===== src/rtl/fifo_write_arbiter.sv =====
// Round-robin, packet-granular arbiter sharing one FIFO write port among NUM_REQ producers.
// A granted producer keeps the port until its last beat or until MAX_BEATS forces termination.
module fifo_write_arbiter #(
  parameter int unsigned NUM_REQ   = 4,
  parameter int unsigned DATA_W    = 8,
  parameter int unsigned MAX_BEATS = 16
) (
  input  logic                      wr_clk,
  input  logic                      reset,
  input  logic [NUM_REQ-1:0]        req_valid,
  input  logic [NUM_REQ-1:0]        req_last,
  input  logic [NUM_REQ*DATA_W-1:0] req_data,
  output logic [NUM_REQ-1:0]        req_ready,
  input  logic                      fifo_full,
  output logic                      fifo_wr_en,
  output logic [DATA_W-1:0]         fifo_data,
  output logic [2:0]                grant_id,
  output logic                      busy,
  output logic                      err_overlength,
  output logic [15:0]               pkt_count
);

  typedef enum logic [0:0] {StIdle, StXfer} state_e;

  state_e      state_q, state_d;
  logic [2:0]  grant_q, grant_d;
  logic [2:0]  rr_ptr_q, rr_ptr_d;
  logic [7:0]  beat_cnt_q, beat_cnt_d;
  logic [15:0] pkt_count_q, pkt_count_d;
  logic        err_q, err_d;

  logic [7:0]        valid_ext, last_ext, ready_ext;
  logic [3:0]        idx;
  logic              found;
  logic [2:0]        pick;
  logic [2:0]        next_rr;
  logic              accept;
  logic [DATA_W-1:0] sel_data;

  // Pad per-requester flags to 8 bits so a 3-bit grant index selects them cleanly.
  assign valid_ext = 8'(req_valid);
  assign last_ext  = 8'(req_last);
  assign next_rr   = (grant_q == 3'(NUM_REQ - 1)) ? 3'd0 : grant_q + 3'd1;

  // First valid requester at or after rr_ptr, wrapping modulo NUM_REQ.
  always_comb begin
    found = 1'b0;
    pick  = '0;
    idx   = '0;
    for (int unsigned off = 0; off < NUM_REQ; off++) begin
      idx = 4'(rr_ptr_q) + 4'(off);
      if (idx >= 4'(NUM_REQ)) begin
        idx = idx - 4'(NUM_REQ);
      end
      if (!found && valid_ext[idx[2:0]]) begin
        found = 1'b1;
        pick  = idx[2:0];
      end
    end
  end

  always_comb begin
    sel_data = '0;
    for (int unsigned i = 0; i < NUM_REQ; i++) begin
      if (grant_q == 3'(i)) begin
        sel_data = req_data[i*DATA_W +: DATA_W];
      end
    end
  end

  always_comb begin
    state_d     = state_q;
    grant_d     = grant_q;
    rr_ptr_d    = rr_ptr_q;
    beat_cnt_d  = beat_cnt_q;
    pkt_count_d = pkt_count_q;
    err_d       = 1'b0;
    ready_ext   = '0;
    accept      = 1'b0;
    unique case (state_q)
      StIdle: begin
        if (found) begin
          grant_d = pick;
          state_d = StXfer;
        end
      end
      StXfer: begin
        ready_ext[grant_q] = !fifo_full;
        accept             = valid_ext[grant_q] && !fifo_full;
        if (accept) begin
          if (last_ext[grant_q]) begin
            pkt_count_d = pkt_count_q + 16'd1;
            rr_ptr_d    = next_rr;
            beat_cnt_d  = '0;
            state_d     = StIdle;
          end else if (beat_cnt_q == 8'(MAX_BEATS - 1)) begin
            // Overlong packet: drop ownership without counting it as complete.
            err_d      = 1'b1;
            rr_ptr_d   = next_rr;
            beat_cnt_d = '0;
            state_d    = StIdle;
          end else begin
            beat_cnt_d = beat_cnt_q + 8'd1;
          end
        end
      end
    endcase
  end

  always_ff @(posedge wr_clk or posedge reset) begin
    if (reset) begin
      state_q     <= StIdle;
      grant_q     <= '0;
      rr_ptr_q    <= '0;
      beat_cnt_q  <= '0;
      pkt_count_q <= '0;
      err_q       <= 1'b0;
    end else begin
      state_q     <= state_d;
      grant_q     <= grant_d;
      rr_ptr_q    <= rr_ptr_d;
      beat_cnt_q  <= beat_cnt_d;
      pkt_count_q <= pkt_count_d;
      err_q       <= err_d;
    end
  end

  assign req_ready      = ready_ext[NUM_REQ-1:0];
  assign fifo_wr_en     = accept;
  assign fifo_data      = accept ? sel_data : '0;
  assign grant_id       = grant_q;
  assign busy           = (state_q == StXfer);
  assign err_overlength = err_q;
  assign pkt_count      = pkt_count_q;

endmodule

===== config.mk =====
export PLATFORM = sky130hd
export DESIGN_NAME = fifo_write_arbiter
export DESIGN_NICKNAME = d
export VERILOG_FILES = /design/src/rtl/fifo_write_arbiter.sv
export SDC_FILE = /design/constraint.sdc
export NUM_CORES = 1
export LEC_CHECK = 0
export ABC_AREA = 1
export BUFFER_PORTS_ARGS = -buffer_cell sky130_fd_sc_hd__buf_2
export CAP_MARGIN = 15
export CORE_MARGIN = 1.5
export CORE_UTILIZATION = 47
export DETAILED_ROUTE_END_ITERATION = 12
export HOLD_SLACK_MARGIN = 0.05
export PLACE_DENSITY = 0.77
export SETUP_SLACK_MARGIN = 0.5
export SLEW_MARGIN = 10
export SYNTH_ARGS = -nofsm -noshare
export SYNTH_HDL_FRONTEND = slang
export SYNTH_SLANG_ARGS = --single-unit

===== constraint.sdc =====
create_clock -name wr_clk -period 1.53 [get_ports wr_clk]
set_input_delay 0.153 -clock wr_clk [delete_from_list [all_inputs] [get_ports wr_clk]]
set_output_delay 0.153 -clock wr_clk [all_outputs]
set_load 0.05 [all_outputs]

==> impl_results.md <==
* Sequential Power Share at 14.8%
* Number of synthesized flops with an enable pin at 0
* Sequential element share of the synthesized area at 32.7%
* Slowest cell on the critical path: dfrtp_4
* Sw frac at 52.7%
* Max incr delay on CP at 0.53 ns
* Nets at 563
* Top post-synthesis cells by area: dfrtp_1, nand2_1, nor2_1
* Net Switching at 0.00496 W
* Placed cells at 538
* Final wirelength at 9.77 mm
* Num CTS Buffers at 5
* Slew Viols, Final at 0
* WL met2 at 5.15 mm
* Sequential cell area at 825 sq um
* Most common cell in the netlist: nand2_1
* Critical Path RT at 1.38 ns
* Hold Violations, Final at 0
* Clk_skew at 0.00871 ns
* CP cell instances: ha_4 -> inv_4 -> nand3_4 -> nor2_2 -> a21oi_1 -> nand2_1 -> o21ai_1 -> nand2_1 -> o21ai_2 -> nor2_4 -> buf_6
* Prevailing post-synth register cell: dfrtp_1
* P_int at 0.00446 W
* Setup Viol. Count Final at 45
* Cell area after synthesis at 2450 sq um
* Core Area at 5070 sq um
* Most frequent cells after synthesis: nand2_1, nor2_1, inv_1, dfrtp_1, o21ai_0
* Status: finished, violations left
* PortBufs at 76
* Row cnt at 26
* Layout cells sized above 1 at 49.5%
* Multi-input logic area at 1890 sq um
* Routability cong. at 0.825
* Crit-path most repeated cell: nand2_1
* Crit path kind: reg -> out
* Synth cell types at 30
* WL met3 at 493 microns
* Cells after Synth at 369
* Vias per inst at 5.43
* Syn Area/Cell at 6.64 sq um
* Setup crit start kind: flop
* Peak supply drop at 1.10 mV
* Worst Hold Class: in -> reg
* Max_slew headroom at 71.9%
* Post-synth ARST share at 100%
* 1st-pass router iterations at 5
* Fmax at 455 MHz
* Combinational power share at 77.9%
* CP top delay family: simple AND/OR/NAND/NOR gates
* Total global-route track usage at 28.4%
* Wire per inst at 16.8 microns
* Starting DRT DRC Count at 255
* CP endpoint kind: primary output
* Clk pwr share at 7.3%
* FF+latch count, synth at 32
* Via count at 3164
* RSZ-0062 raised after global routing: yes
* P&R area growth vs syn at 78.3%
* Mapped Nets at 420
* Worst Path Max Fanout at 8
* WL met1 at 3.78 mm
* Largest net degree at the start of global routing at 33
* Worst-Margin Slew at 0.421 ns
* Starting Density at 48.2%
* CTS H-Tree Depth at 2
* Place WS at -0.316 ns
* Failing checks: negative setup slack
* Max-cap violations at 0
* Initial antenna violation count at 0
* Clk sinks at 32
* Maximum clock path buffer count at 2
* Residual DRC at 0
* CTS tree: built
* Worst setup margin at -0.669 ns
* Half-perimeter wire length after placement at 4.92 mm
* Synth warn at 0
* Clock root buffer master: clkbuf_8
* Vias in the first global route at 2748
* Die Area at 5650 sq um
* Sum of buffers and inverters on the critical path at 2
* WP data arrival at 2.05 ns
* Pwr Density at 2160 nW/um^2
* I/O Pins at 77
* Worst-path clk slew at 0.07 ns
* Top Layer Used: met4
* Leakage at 2.10 nW
* Die height at 75.2 microns
* Final ANT Viol Nets at 0
* Remaining Overflow, GRT at 0
* Share of the synthesized area in the top cell type at 32.7%
* Layout Cells excl Fill at 583
* Synth area leader: dfrtp_1
* Clk_lat worst skew at 0.29 ns
* Period utilization at 144%
* Minimum clock period at 2.20 ns
* Fill count at 257
* First-pass GRT wire length at 12.2 mm
* Die X at 75.2 microns
* Antenna Cells at 0
==> area by class of cell <==
cell class,instances,share of cell area [%]
timing repair inverter,1,0.143
sequential,32,18.9
multi-input combinational,286,43.3
inverter,46,4.93
timing repair buffer,140,28.6
tap,70,2.01
clock inverter,2,0.229
clock buffer,6,1.89
==> flip-flops by register name (all words and copies together) (netlist names) <==
name,cells
pkt_count,16
beat_cnt_q,8
grant_id,3
rr_ptr_q,3
busy,1
err_overlength,1
==> final timing paths <==
kind                                   to          from  cells past startpoint  slack, ns
max reg2reg                 pkt_count[11]   grant_id[0]                     13      -0.60
max in group asynchronous   pkt_count[10]         reset                      4       0.69
min                        err_overlength   req_last[0]                      5       0.38
min in group asynchronous    pkt_count[8]         reset                      4       0.51
min reg2reg                  pkt_count[7]  pkt_count[7]                      2       0.57
max                          fifo_data[6]   grant_id[0]                     11      -0.67
==> worst register-to-register path: stages (launching register included) <==
cell      delay (ns)
dfrtp_4         0.53
buf_4           0.16
buf_8           0.13
nand2_2         0.09
nor2_1          0.06
nor2_2          0.14
nand3_4         0.17
buf_6           0.16
buf_4           0.13
nand3_4         0.11
buf_12          0.13
clkinv_8        0.07
nand2_2         0.07
nand2_1         0.06
==> logic make-up (layout without fill, tap and decap cells) <==
family / after synthesis / in the layout / synth area share, %
AO/OA/AOI/OAI: 45 / 45 / 9.91
buffers and inverters: 52 / 195 / 9.15
AND/OR/NAND/NOR: 214 / 215 / 37.7
adder cells (fa/ha/maj): 8 / 8 / 4.09
flip-flops: 32 / 32 / 32.7
XOR/XNOR: 18 / 18 / 6.44
==> stage by stage <==
step	util [%]	area, sq um	hold WS (ns)	TNS (ns)	total power (W)
global route	86.0	4370	0.386	-22.53	0.00994
finish	86.0	4370	0.383	-19.28	0.00942
floorplan	-	2760	0.269	-4.93	0.00509
global placement	67.0	3400	0.252	-5.92	0.00624
CTS	79.6	4040	0.371	-11.72	0.00814
detailed placement	67.0	3400	0.268	-7.15	0.00636
==> repair_timing <==
action	4_1_cts	5_1_grt
endpoints found under the setup margin	66	65
gates resized for setup	111	60
hold buffers	1	0
buffers inserted	21	13
pin swaps	30	20
hold endpoints to repair	32	0
cloned	1	1
==> layer usage <==
layer	global-route usage (%)	vias up
met5	0	-
met4	9.52	0
met3	3.61	42
met2	49.9	155
met1	36.2	1515
li1	-	1452
==> cells in the final DEF, fill, tap and decap left out, drive strengths merged, types with 2 or more instances in the layout <==
master / instances
nand4: 7
xor2: 8
a21oi: 10
xnor2: 10
clkbuf: 6
o2111ai: 2
nor2: 54
buf: 139
inv: 46
ha: 8
nor3: 9
o21ai: 32
clkinv: 3
nand3: 22
dfrtp: 32
nand2: 121
==> power groups by stage <==
stage / combinational (W) / sequential, W / clock (W)
after floorplan: 0.00338 / 0.00171 / 0
after global placement: 0.00490 / 0.00134 / 0
after detailed placement: 0.00501 / 0.00135 / 0
after CTS: 0.00608 / 0.00136 / 0.000696
after global routing: 0.00778 / 0.00141 / 0.000751
final: 0.00734 / 0.00139 / 0.000689
No activity file was read; power rests on OpenSTA's default activity.
